==> src/rtl/spi_reg_ctrl_if.sv <==
// ---------------------------------------------------------------------------
// spi_reg_ctrl_if
// Groups the SPI pins and the register-access bus of spi_reg_ctrl.
//
// Signals
//   sclk, cs_n, mosi : SPI mode-0 pins from the external master (async to clk)
//   miso             : SPI serial data back to the master
//   wr_rdn           : access direction, 1 = write, 0 = read
//   addr             : register address
//   wdata            : write data
//   we               : access request strobe (both directions)
//   rdata            : read data from the register responder
//   ack, err         : responder completion / error, sampled while we=1
//   err_flag         : sticky error flag
//
// Modports
//   master : the controller side (spi_reg_ctrl)
//   slave  : the SPI master plus register responder side
//
// Handshake: the controller raises we and holds wr_rdn/addr/wdata stable;
// the responder completes the access in the first cycle it drives ack=1
// while we=1 (err qualifies that same cycle, rdata is valid there for reads).
// we drops the cycle after ack is seen.
// ---------------------------------------------------------------------------
interface spi_reg_ctrl_if #(
  parameter int ADDR_W = 7,
  parameter int REG_W  = 8
);
  logic              sclk;
  logic              cs_n;
  logic              mosi;
  logic              miso;
  logic              wr_rdn;
  logic [ADDR_W-1:0] addr;
  logic [REG_W-1:0]  wdata;
  logic              we;
  logic [REG_W-1:0]  rdata;
  logic              ack;
  logic              err;
  logic              err_flag;

  modport master (
    input  sclk, cs_n, mosi, rdata, ack, err,
    output miso, wr_rdn, addr, wdata, we, err_flag
  );

  modport slave (
    output sclk, cs_n, mosi, rdata, ack, err,
    input  miso, wr_rdn, addr, wdata, we, err_flag
  );
endinterface

==> src/rtl/spi_reg_ctrl.sv <==
// ---------------------------------------------------------------------------
// spi_reg_ctrl
// SPI mode-0 slave that turns a frame {wr_rdn, addr[ADDR_W], data[REG_W]}
// (MSB first) into a single register read or write request.
//
// Ports
//   clk     : system clock, rising edge
//   rst     : synchronous active-high reset
//   ena     : block enable; low holds the block in IDLE with reset outputs
//   bus_if  : spi_reg_ctrl_if.master (SPI pins + register bus)
//   state_o : current FSM state for observation
// ---------------------------------------------------------------------------
module spi_reg_ctrl #(
  parameter int ADDR_W = 7,
  parameter int REG_W  = 8
) (
  input  logic                 clk,
  input  logic                 rst,
  input  logic                 ena,
  spi_reg_ctrl_if.master       bus_if,
  output logic [2:0]           state_o
);

  localparam int CNT_W = $clog2(((ADDR_W + 1) > REG_W ? (ADDR_W + 1) : REG_W) + 1);
  localparam logic [CNT_W-1:0] HDR_LAST  = CNT_W'(ADDR_W);
  localparam logic [CNT_W-1:0] DATA_LAST = CNT_W'(REG_W - 1);

  typedef enum logic [2:0] {
    IDLE   = 3'd0,
    HDR    = 3'd1,
    RD_REQ = 3'd2,
    DATA   = 3'd3,
    WR_REQ = 3'd4,
    DONE   = 3'd5
  } state_t;

  // -------------------------------------------------------------------------
  // Input synchronizers. Stage 1 is the metastability flop, stage 2 is the
  // usable value, stage 3 only exists to detect edges of stage 2.
  // cs_n stages reset low: if cs_n is still low when reset releases, no
  // falling edge is seen, so a half-received frame cannot restart mid-way.
  // -------------------------------------------------------------------------
  logic [2:0] sclk_sync_q;
  logic [2:0] cs_sync_q;
  logic [1:0] mosi_sync_q;

  always_ff @(posedge clk) begin
    if (rst) begin
      sclk_sync_q <= '0;
      cs_sync_q   <= '0;
      mosi_sync_q <= '0;
    end else begin
      sclk_sync_q <= {sclk_sync_q[1:0], bus_if.sclk};
      cs_sync_q   <= {cs_sync_q[1:0], bus_if.cs_n};
      mosi_sync_q <= {mosi_sync_q[0], bus_if.mosi};
    end
  end

  logic sclk_rise, sclk_fall, cs_rise, cs_fall, mosi_s;

  assign sclk_rise = sclk_sync_q[1] & ~sclk_sync_q[2];
  assign sclk_fall = ~sclk_sync_q[1] & sclk_sync_q[2];
  assign cs_rise   = cs_sync_q[1] & ~cs_sync_q[2];
  assign cs_fall   = ~cs_sync_q[1] & cs_sync_q[2];
  assign mosi_s    = mosi_sync_q[1];

  // -------------------------------------------------------------------------
  // State and datapath registers
  // -------------------------------------------------------------------------
  state_t            state_q, state_d;
  logic [CNT_W-1:0]  cnt_q, cnt_d;
  logic [ADDR_W-1:0] hdr_q, hdr_d;
  logic [REG_W-1:0]  sh_q, sh_d;
  logic              wr_rdn_q, wr_rdn_d;
  logic [ADDR_W-1:0] addr_q, addr_d;
  logic [REG_W-1:0]  wdata_q, wdata_d;
  logic              we_q, we_d;
  logic              miso_q, miso_d;
  logic              err_flag_q, err_flag_d;

  // Header shift including the bit arriving on this rise; its MSB is wr_rdn.
  logic [ADDR_W:0]   hdr_next;
  logic [REG_W-1:0]  sh_next;
  logic [REG_W-1:0]  rd_load;

  assign hdr_next = {hdr_q, mosi_s};
  assign sh_next  = {sh_q[REG_W-2:0], mosi_s};
  // A responder error returns zeros rather than whatever rdata carries.
  assign rd_load  = bus_if.err ? '0 : bus_if.rdata;

  always_comb begin
    state_d    = state_q;
    cnt_d      = cnt_q;
    hdr_d      = hdr_q;
    sh_d       = sh_q;
    wr_rdn_d   = wr_rdn_q;
    addr_d     = addr_q;
    wdata_d    = wdata_q;
    we_d       = we_q;
    miso_d     = miso_q;
    err_flag_d = err_flag_q;

    if (cs_fall) begin
      err_flag_d = 1'b0;
    end

    if (cs_rise) begin
      // End of frame in any state: a write is only issued from a complete
      // frame, so an incomplete frame simply returns to IDLE. A write still
      // waiting for ack is aborted and flagged.
      state_d = IDLE;
      we_d    = 1'b0;
      miso_d  = 1'b0;
      cnt_d   = '0;
      if (state_q == WR_REQ && (!bus_if.ack || bus_if.err)) begin
        err_flag_d = 1'b1;
      end
    end else begin
      unique case (state_q)
        IDLE: begin
          we_d   = 1'b0;
          miso_d = 1'b0;
          if (cs_fall) begin
            state_d = HDR;
            cnt_d   = '0;
            hdr_d   = '0;
          end
        end

        HDR: begin
          if (sclk_rise) begin
            hdr_d = hdr_next[ADDR_W-1:0];
            cnt_d = cnt_q + CNT_W'(1);
            if (cnt_q == HDR_LAST) begin
              cnt_d    = '0;
              wr_rdn_d = hdr_next[ADDR_W];
              addr_d   = hdr_next[ADDR_W-1:0];
              if (hdr_next[ADDR_W]) begin
                state_d = DATA;
                sh_d    = '0;
              end else begin
                state_d = RD_REQ;
                we_d    = 1'b1;
              end
            end
          end
        end

        RD_REQ: begin
          if (we_q && bus_if.ack) begin
            we_d    = 1'b0;
            sh_d    = rd_load;
            state_d = DATA;
            if (bus_if.err) begin
              err_flag_d = 1'b1;
            end
            // The first data fall can coincide with ack; present bit MSB now
            // so the master does not miss it.
            if (sclk_fall) begin
              miso_d = rd_load[REG_W-1];
            end
          end else if (sclk_fall) begin
            // Responder too slow: the master is already clocking data out.
            we_d       = 1'b0;
            sh_d       = '0;
            miso_d     = 1'b0;
            err_flag_d = 1'b1;
            state_d    = DATA;
          end
        end

        DATA: begin
          if (sclk_fall) begin
            miso_d = sh_q[REG_W-1];
          end
          if (sclk_rise) begin
            sh_d  = sh_next;
            cnt_d = cnt_q + CNT_W'(1);
            if (cnt_q == DATA_LAST) begin
              cnt_d = '0;
              if (wr_rdn_q) begin
                state_d = WR_REQ;
                we_d    = 1'b1;
                wdata_d = sh_next;
              end else begin
                state_d = DONE;
                miso_d  = 1'b0;
              end
            end
          end
        end

        WR_REQ: begin
          if (we_q && bus_if.ack) begin
            we_d    = 1'b0;
            state_d = DONE;
            if (bus_if.err) begin
              err_flag_d = 1'b1;
            end
          end
        end

        DONE: begin
          we_d   = 1'b0;
          miso_d = 1'b0;
        end

        default: begin
          state_d = IDLE;
          we_d    = 1'b0;
          miso_d  = 1'b0;
        end
      endcase
    end
  end

  always_ff @(posedge clk) begin
    if (rst || !ena) begin
      state_q    <= IDLE;
      cnt_q      <= '0;
      hdr_q      <= '0;
      sh_q       <= '0;
      wr_rdn_q   <= 1'b0;
      addr_q     <= '0;
      wdata_q    <= '0;
      we_q       <= 1'b0;
      miso_q     <= 1'b0;
      err_flag_q <= 1'b0;
    end else begin
      state_q    <= state_d;
      cnt_q      <= cnt_d;
      hdr_q      <= hdr_d;
      sh_q       <= sh_d;
      wr_rdn_q   <= wr_rdn_d;
      addr_q     <= addr_d;
      wdata_q    <= wdata_d;
      we_q       <= we_d;
      miso_q     <= miso_d;
      err_flag_q <= err_flag_d;
    end
  end

  assign bus_if.miso     = miso_q;
  assign bus_if.wr_rdn   = wr_rdn_q;
  assign bus_if.addr     = addr_q;
  assign bus_if.wdata    = wdata_q;
  assign bus_if.we       = we_q;
  assign bus_if.err_flag = err_flag_q;
  assign state_o         = state_q;

endmodule
==> src/flat_wrapper.sv <==
// flat-port wrapper written by rule: the top's interface ports become plain ports
module spi_reg_ctrl_flat 
#(
  parameter int ADDR_W = 7,
  parameter int REG_W  = 8
)
  (clk, rst, ena, state_o, bus_if_sclk, bus_if_cs_n, bus_if_mosi, bus_if_rdata, bus_if_ack, bus_if_err, bus_if_miso, bus_if_wr_rdn, bus_if_addr, bus_if_wdata, bus_if_we, bus_if_err_flag);
  spi_reg_ctrl_if #(.ADDR_W(ADDR_W), .REG_W(REG_W)) bus_if_i ();
  input  logic clk;
  input  logic rst;
  input  logic ena;
  output logic [2:0] state_o;
  input wire logic [$bits(bus_if_i.sclk)-1:0] bus_if_sclk;
  input wire logic [$bits(bus_if_i.cs_n)-1:0] bus_if_cs_n;
  input wire logic [$bits(bus_if_i.mosi)-1:0] bus_if_mosi;
  input wire logic [$bits(bus_if_i.rdata)-1:0] bus_if_rdata;
  input wire logic [$bits(bus_if_i.ack)-1:0] bus_if_ack;
  input wire logic [$bits(bus_if_i.err)-1:0] bus_if_err;
  output wire logic [$bits(bus_if_i.miso)-1:0] bus_if_miso;
  output wire logic [$bits(bus_if_i.wr_rdn)-1:0] bus_if_wr_rdn;
  output wire logic [$bits(bus_if_i.addr)-1:0] bus_if_addr;
  output wire logic [$bits(bus_if_i.wdata)-1:0] bus_if_wdata;
  output wire logic [$bits(bus_if_i.we)-1:0] bus_if_we;
  output wire logic [$bits(bus_if_i.err_flag)-1:0] bus_if_err_flag;
  assign bus_if_i.sclk = bus_if_sclk;
  assign bus_if_i.cs_n = bus_if_cs_n;
  assign bus_if_i.mosi = bus_if_mosi;
  assign bus_if_i.rdata = bus_if_rdata;
  assign bus_if_i.ack = bus_if_ack;
  assign bus_if_i.err = bus_if_err;
  assign bus_if_miso = bus_if_i.miso;
  assign bus_if_wr_rdn = bus_if_i.wr_rdn;
  assign bus_if_addr = bus_if_i.addr;
  assign bus_if_wdata = bus_if_i.wdata;
  assign bus_if_we = bus_if_i.we;
  assign bus_if_err_flag = bus_if_i.err_flag;
  spi_reg_ctrl #(.ADDR_W(ADDR_W), .REG_W(REG_W)) u_core (.clk(clk), .rst(rst), .ena(ena), .bus_if(bus_if_i), .state_o(state_o));
endmodule
==> config.mk <==
export PLATFORM = sky130hd
export DESIGN_NAME = spi_reg_ctrl_flat
export DESIGN_NICKNAME = d
export VERILOG_FILES = /design/src/rtl/spi_reg_ctrl_if.sv /design/src/rtl/spi_reg_ctrl.sv /design/src/flat_wrapper.sv
export SDC_FILE = /design/constraint.sdc
export NUM_CORES = 1
export LEC_CHECK = 0
export CORE_ASPECT_RATIO = 0.5
export CORE_MARGIN = 5
export CORE_UTILIZATION = 30
export DETAILED_ROUTE_END_ITERATION = 6
export GPL_ROUTABILITY_DRIVEN = 0
export HOLD_SLACK_MARGIN = 0.15
export PLACE_DENSITY = 0.59
export SYNTH_ARGS = -nofsm -noshare
export SYNTH_HDL_FRONTEND = slang
export SYNTH_SLANG_ARGS = --single-unit
==> constraint.sdc <==
create_clock -name clk -period 2.2 [get_ports clk]
set_input_delay 0.44 -clock clk [delete_from_list [all_inputs] [get_ports clk]]
set_output_delay 0.44 -clock clk [all_outputs]
set_load 0.03 [all_outputs]
==> results of run 1 <==
[stage by stage]
stage	hold WS [ns]	cells	instance area [µm²]	power [µW]
after detailed placement	0.4265	394	2844	1009
after global routing	0.4696	402	2990	1822
after floorplan	0.4138	260	2292	956.7
after CTS	0.4553	402	2990	1777
final	0.4486	402	2990	1751
after global placement	0.4312	394	2844	1009
[power groups by stage]
stage	Combinational (µW)	Sequential, µW	Clock (µW)
6_report	90.3	899	762
5_1_grt	97.9	899	825
4_1_cts	90.5	899	788
3_5_place_dp	90.0	919	0
3_3_place_gp	89.4	919	0
2_1_floorplan	38.9	918	0
[kinds of logic after synthesis]
| family | Yosys count |
|---|---|
| AOI/OAI and AO/OA | 38 |
| xor gates and xnor gates | 1 |
| adders and majority gates | 1 |
| buffers and inverters | 21 |
| DFF | 49 |
| muxes | 33 |
| and+or+nand+nor | 117 |
[cell type report]
class | count | area [µm²]
Fill cell | 731 | 4387
Inverter | 10 | 37.54
Sequential cell | 49 | 980.9
Clock buffer | 5 | 125.1
Timing Repair Buffer | 49 | 473.0
Clock inverter | 3 | 21.27
Tap cell | 96 | 120.1
Multi-Input combinational cell | 190 | 1232
[registers in the layout (all words and copies together), names as in the netlist]
signal	count
u_core.bus_if.addr	7
u_core.bus_if.err_flag	1
u_core.bus_if.miso	1
u_core.bus_if.wdata	8
u_core.bus_if.we	1
u_core.bus_if.wr_rdn	1
u_core.cnt_q	4
u_core.cs_sync_q	3
u_core.hdr_q	7
u_core.mosi_sync_q	2
u_core.sclk_sync_q	3
u_core.sh_q	8
u_core.state_o	3
[cell usage in the layout, fill, tap and decap left out, drive strengths merged, types with 11 or more instances in the layout]
cell / Yosys / layout
nand2: 44 / 44
dfxtp: 49 / 49
clkdlybuf4s50: 0 / 37
nor2: 14 / 14
buf: 2 / 12
mux2i: 33 / 33
nand3: 12 / 12
nor2b: 16 / 16
inv: 10 / 11
[layer usage]
layer  part of all wire (%)  up-vias  track usage [%]
li1                       -     1007                -
met1                     47      951            15.18
met2                     47       64            20.22
met3                    4.9        9            3.086
met4                    1.5        0            4.447
met5                      0        -                0
[final timing paths]
kind | startpoint | end | slack (ns) | depth (start not counted)
worst max register to register | u_core.cs_sync_q[1] | u_core.sh_q[3] | 0.31 | 4
worst min register to register | u_core.cs_sync_q[0] | u_core.cs_sync_q[1] | 0.45 | 1
worst min-delay path | u_core.cs_sync_q[0] | u_core.cs_sync_q[1] | 0.45 | 1
worst max-delay path | u_core.state_o[2] | state_o[2] | 0.22 | 1
==> out/results.txt, run 1 <==
status: finished clean
most frequent cell after synthesis: dfxtp_1
post-cts hold buffer count: 0
main combinational cell family by area after synthesis: simple AND/OR/NAND/NOR gates
IO Port Bufs: 37
# IOs: 38
Power Density: 585.5 mW/mm²
dpl ws: 0.2239 ns
final max-slew violation count: 0
CP endpoint kind: output port
dpl hpwl: 4202 µm
xor/xnor share of the synthesized area: 0.3821%
antenna-violating nets left: 0
multiplexer area fraction after synthesis: 14.41%
peak supply drop: 0.0002668 V
Synth cell types: 42
first-pass GRT wire length: 9439 µm
Critical Path RT: 1.76 ns
Area Overhead vs Synth: 30.46%
max incr delay on CP: 0.74 ns
yosys warns: 0
total number of vias: 2031
WL per Instance: 14.06 µm
antenna cells: 0
Worst Tran Pin Value: 0.5989 ns
layout cells sized above 1: 8.170%
# resized after CTS: 0
critical path class: reg2out
Final Setup Violations: 0
crit-path leading delay family: buffers and inverters
total leakage power: 0.001044 µW
top_reg_cell synth: dfxtp_1
max-cap violations: 0
fin util: 40.54%
Yosys top cell area share: 42.79%
Chip Width: 133.6 µm
vias in the first global route: 1973
initial antenna violation count: 0
CP Cell Sequence: clkdlybuf4s50_1
Psw: 387.9 µW
final hold violation count: 0
pin count of the biggest net entering global routing: 38
ranking of synthesized cells by area: dfxtp_1, mux2i_1, nand2_1, nor2b_1, o32ai_1
CTS tree: built
Core ar.: 0.007377 mm²
H-tree Lvls: 2
Synth area leader: dfxtp_1
Pint: 1363 µW
die area: 0.009595 mm²
clk root buf: clkbuf_16
Post-Route Skew: 0.008480 ns
WL final: 5653 µm
Reg power frac: 51.3%
Critical Path Slowest Stage Cell: clkdlybuf4s50_1
Synth Cell Area: 0.002292 mm²
total clock buffers created by CTS: 5
Compound-Gate Fraction of Synth Area: 12.12%
CP Data Arrival Time: 1.54 ns
crit-path max FO: 11
Simple-Gate Fraction of Synth Area: 26.20%
Hold Crit Class: reg2reg
Clk network pwr share: 43.5%
Post-Syn Instances: 260
DRT Pass-1 Iters: 5
GRT Total Usage: 12.07%
Switching Share: 22.16%
clk buf depth: 2
synthesized-area fraction occupied by adder cells: 0.5459%
top cells by count, synth: dfxtp_1, nand2_1, mux2i_1, nor2b_1, nor2_1
Die Ht: 71.81 µm
Overflow after GRT: 0
Core Rows: 22
syn_area_per_cell: 8.816 µm²
Seq/Total Area, Yosys: 42.79%
unrepaired setup endpoints after global routing: false
flops & latches, synth: 49
f_max: 503.9 MHz
Final #Nets: 322
Slew HR: 59.04%
Worst Setup Start Kind: register
part of the power in combinational logic: 5.2%
worst skew pair latency: 0.29 ns
CP bufs+invs: 1
Setup WS post-layout: 0.2153 ns
asr flop ratio synth: 0%
Fin Setup TNS: 0 ns
# DRC: 0
initial cell density of the core: 31.07%
final worst-path cycle share: 90.21%
clk sinks: 49
post-layout min period: 1.985 ns
Clk pin slew, worst setup/hold paths: 0.06 ns
post-CTS setup buffer count: 0
vias per inst: 5.052
EDFF count, synth: 0
Iteration-0 DRC Markers: 143
Post-Syn Nets: 277
(Power assumes the default switching activity.)
==> inputs of run 2 (changes only) <==
--- a/config.mk
+++ b/config.mk
@@ -5,13 +5,14 @@
 export SDC_FILE = /design/constraint.sdc
 export NUM_CORES = 1
 export LEC_CHECK = 0
+export ABC_CLOCK_PERIOD_IN_PS = 2200
 export CORE_ASPECT_RATIO = 0.5
 export CORE_MARGIN = 5
-export CORE_UTILIZATION = 30
+export CORE_UTILIZATION = 53
 export DETAILED_ROUTE_END_ITERATION = 6
 export GPL_ROUTABILITY_DRIVEN = 0
 export HOLD_SLACK_MARGIN = 0.15
-export PLACE_DENSITY = 0.59
+export PLACE_DENSITY = 0.88
 export SYNTH_ARGS = -nofsm -noshare
 export SYNTH_HDL_FRONTEND = slang
 export SYNTH_SLANG_ARGS = --single-unit
==> run 2 against run 1 <==
- highest routed layer unchanged
- worst hold slack lost 0.0086 ns
- flip-flop and latch count is the same
- utilization grew 30 points
- fmax grew 4.8%
- global-route usage grew 7.3 points
- clock power shrank 25%
==> out/results.txt, run 2 (synthesized netlist as in run 1, its figures left out) <==
post-CTS setup buffer count: 0
dpl hpwl: 4026 µm
IO Port Bufs: 37
Sequential cell area: 980.9 µm²
# IOs: 38
antenna-violating nets left: 0
CP bufs+invs: 1
fillcell total: 296
final hold violation count: 0
Worst Tran Pin Value: 0.5215 ns
Final #Nets: 321
Power Density: 543.2 mW/mm²
unrepaired setup endpoints after global routing: false
critical path class: reg2out
total number of vias: 2037
Chip Width: 103.0 µm
worst hold slack: 0.4400 ns
WL per Instance: 15.15 µm
pin count of the biggest net entering global routing: 38
GRT Total Usage: 19.33%
layout cells sized above 1: 7.869%
Slew HR: 65.00%
final max-slew violation count: 0
vias per inst: 5.674
post-cts hold buffer count: 0
Core ar.: 0.004044 mm²
Final Non-Filler Cells: 359
CP endpoint kind: output port
final worst-path cycle share: 86.08%
worst skew pair latency: 0.31 ns
Critical Path RT: 1.76 ns
CTS tree: built
Post-Route Skew: 0.01107 ns
WL final: 5438 µm
# resized after CTS: 0
crit-path max FO: 5
max incr delay on CP: 0.71 ns
Clk pin slew, worst setup/hold paths: 0.09 ns
Worst Setup Start Kind: register
Area Overhead vs Synth: 25.27%
DRT Pass-1 Iters: 4
Hold Crit Class: reg2reg
total clock buffers created by CTS: 5
multi-input logic area: 0.001232 mm²
Critical Path Slowest Stage Cell: clkdlybuf4s50_1
commonest non-fill, non-tap cell in the layout: dfxtp_1
H-tree Lvls: 2
# DRC: 0
status: finished clean
clk root buf: clkbuf_8
initial cell density of the core: 56.68%
first-pass GRT wire length: 9045 µm
antenna cells: 0
post-layout min period: 1.894 ns
crit-path leading delay family: buffers and inverters
clk sinks: 49
CP Data Arrival Time: 1.45 ns
peak supply drop: 0.0004195 V
reg2reg setup slack: 0.35 ns
total leakage power: 0.001017 µW
placed insts: 351
Core Rows: 16
Final Setup Violations: 0
clk buf depth: 2
Die Ht: 56.50 µm
CP Cell Sequence: clkdlybuf4s50_1
die area: 0.005820 mm²
max-cap violations: 0
commonest non-fill, non-tap cells in the layout: dfxtp_1, nand2_1, clkdlybuf4s50_1
Fin Setup TNS: 0 ns
initial antenna violation count: 0
Iteration-0 DRC Markers: 99
f_max: 528.1 MHz
vias in the first global route: 1892
Overflow after GRT: 0
run 2: cell count changes in the layout (fill, tap and decap cells not counted), sizes merged:
cell	previous run	this run
buf	12	11
clkbuf	5	6
clkinvlp	1	0
run 2: layout make-up:
cell class | count | area share (%)
Clock buffer | 6 | 2.876
Sequential cell | 49 | 34.16
Timing Repair Buffer | 48 | 15.77
Multi-Input combinational cell | 190 | 42.92
Clock inverter | 2 | 0.6100
Inverter | 10 | 1.307
Tap cell | 54 | 2.353
run 2: stage by stage:
step                      setup WS [ns]  area (µm²)  util (%)  total power [µW]
after floorplan                  0.3658        2292         -             956.7
after global placement           0.2952        2771     68.53              1002
after detailed placement         0.2299        2771     68.53              1004
after CTS                        0.2963        2872     71.01              1568
after global routing             0.2491        2872     71.01              1610
final                            0.3063        2872     71.01              1560
run 2: path summary, 6_finish.rpt:
kind / startpoint / endpoint / cells after the start
max: u_core.bus_if.wr_rdn / bus_if_wr_rdn / 1
min reg2reg: u_core.cs_sync_q[0] / u_core.cs_sync_q[1] / 1
max reg2reg: u_core.cs_sync_q[1] / u_core.sh_q[2] / 4
min: u_core.cs_sync_q[0] / u_core.cs_sync_q[1] / 1
run 2: report_power, final:
| part | internal, µW | total (µW) | switching [µW] |
|---|---|---|---|
| sequential | 893 | 898 | 5.75 |
| clock | 261 | 575 | 314 |
| combinational | 43.0 | 86.5 | 43.5 |
| total | 1200 | 1560 | 363 |
run 2: routing by layer:
metal / wire length, µm / part of all wire [%] / global-route usage (%) / up-vias
met2: 2617 / 48 / 29.26 / 61
met1: 2445 / 45 / 26.01 / 962
met4: 66 / 1.2 / 7.196 / 0
met3: 308 / 5.7 / 5.439 / 9
li1: - / - / - / 1005
met5: 0 / 0 / 0 / -
==> inputs of run 3 (changes only) <==
--- a/config.mk
+++ b/config.mk
@@ -7,7 +7,7 @@
 export LEC_CHECK = 0
 export ABC_CLOCK_PERIOD_IN_PS = 2200
 export CORE_ASPECT_RATIO = 0.5
-export CORE_MARGIN = 5
+export CORE_MARGIN = 1.5
 export CORE_UTILIZATION = 53
 export DETAILED_ROUTE_END_ITERATION = 6
 export GPL_ROUTABILITY_DRIVEN = 0
==> run 3 against run 2 <==
- total power grew 6.7%
- wire length grew 5.6%
- critical endpoint is now u_core.sh_q[3]
- register-to-register slack lost 0.18 ns
- largest cell class unchanged
- fmax shrank 6.8%
- critical path type is now reg2reg
- flip-flop and latch count is the same
==> out/results.txt, run 3 (synthesized netlist as in run 1, its figures left out) <==
worst skew pair latency: 0.31 ns
H-tree Lvls: 2
GRT Total Usage: 26.48%
Iteration-0 DRC Markers: 151
crit-path max FO: 7
antenna cells: 0
clk sinks: 49
Reg power frac: 54.0%
Power Density: 577.5 mW/mm²
# IOs: 38
part of the power in combinational logic: 5.4%
# DRC: 0
total chip power: 1664 µW
final worst-path cycle share: 92.39%
post-cts hold buffer count: 0
crit-path leading delay family: simple AND/OR/NAND/NOR gates
Slew HR: 60.96%
CP Cell Sequence: nand2b_1 -> a311oi_1 -> nand3_1 -> mux2i_1
DRT Pass-1 Iters: 7
CP endpoint kind: register
fillcell total: 301
WL per Instance: 16.04 µm
Clk network pwr share: 40.6%
clk root buf: clkbuf_8
unrepaired setup endpoints after global routing: false
layout cells sized above 1: 7.566%
Critical Path RT: 2.43 ns
Core Rows: 16
Die Ht: 49.50 µm
total leakage power: 0.001019 µW
total number of vias: 2142
Clk pin slew, worst setup/hold paths: 0.10 ns
commonest non-fill, non-tap cell in the layout: dfxtp_1
WL final: 5743 µm
f_max: 492.0 MHz
commonest non-fill, non-tap cells in the layout: dfxtp_1, nand2_1, clkdlybuf4s50_1
Core ar.: 0.004024 mm²
die area: 0.004752 mm²
Final Setup Violations: 0
status: finished clean
antenna-violating nets left: 0
Hold Crit Class: reg2reg
dpl hpwl: 3990 µm
vias per inst: 5.983
clk buf depth: 2
# resized after CTS: 0
Pint: 1308 µW
Fin Setup TNS: 0 ns
max-cap violations: 0
CP bufs+invs: 0
Worst Tran Pin Value: 0.5817 ns
final max-slew violation count: 0
vias in the first global route: 2093
initial cell density of the core: 56.97%
first-pass GRT wire length: 9653 µm
Area Overhead vs Synth: 25.71%
post-layout min period: 2.033 ns
total clock buffers created by CTS: 5
post-CTS setup buffer count: 0
Final #Nets: 320
initial antenna violation count: 0
critical path class: reg2reg
max incr delay on CP: 0.59 ns
worst hold slack: 0.4431 ns
Chip Width: 96.01 µm
Post-Route Skew: 0.01290 ns
Overflow after GRT: 0
Switching Share: 21.38%
pin count of the biggest net entering global routing: 38
CTS tree: built
Worst Setup Start Kind: register
peak supply drop: 0.0003172 V
Psw: 355.8 µW
IO Port Bufs: 37
Critical Path Slowest Stage Cell: a311oi_1
final hold violation count: 0
CP Data Arrival Time: 2.26 ns
## run 3: final timing paths
check	from	end	slack, ns	cells past startpoint
worst max-delay path	u_core.sclk_sync_q[1]	u_core.sh_q[3]	0.17	4
worst min-delay path	u_core.cs_sync_q[0]	u_core.cs_sync_q[1]	0.44	1
worst max register to register	u_core.sclk_sync_q[1]	u_core.sh_q[3]	0.17	4
worst min register to register	u_core.cs_sync_q[0]	u_core.cs_sync_q[1]	0.44	1
## run 3: cell type report
cell class / count / area (µm²) / area share [%]
clock buffers: 7 / 86.33 / 2.996
clock inverters: 1 / 30.03 / 1.042
inverters: 10 / 37.54 / 1.303
repair buffers: 47 / 445.4 / 15.46
well taps: 54 / 67.56 / 2.345
multi-input cells: 190 / 1232 / 42.77
flip-flops and latches: 49 / 982.2 / 34.09
## run 3: through the flow
stage	utilization (%)	cell area [µm²]	std cells	setup WS (ns)
final	71.61	2882	358	0.1674
after global routing	71.61	2882	358	0.09505
after CTS	71.58	2880	358	0.03374
after detailed placement	68.69	2764	350	0.2304
after global placement	68.69	2764	350	0.3490
after floorplan	-	2292	260	0.3658
## run 3: routing by layer
metal  wire (µm)  up-vias  share of wire [%]  GRT usage (%)
li1            -      999                  -              -
met1        2368      999                 41          33.85
met2        2725      115                 47          43.78
met3         487       29                8.5          5.710
met4         162        0                2.8          10.05
met5           0        -                  0              0
## run 3: power groups by stage
| stage | Sequential [µW] | Clock, µW | Combinational (µW) |
|---|---|---|---|
| 2_1_floorplan | 918 | 0 | 38.9 |
| 3_3_place_gp | 919 | 0 | 84.9 |
| 3_5_place_dp | 919 | 0 | 87.1 |
| 4_1_cts | 898 | 672 | 88.2 |
| 5_1_grt | 900 | 710 | 95.3 |
| 6_report | 898 | 676 | 89.6 |
## run 3: worst reg2reg max path, stage by stage (launching register included)
cell and delay [ns]:
dfxtp_1 0.42, nand2b_1 0.21, a311oi_1 0.59, nand3_1 0.47
mux2i_1 0.29
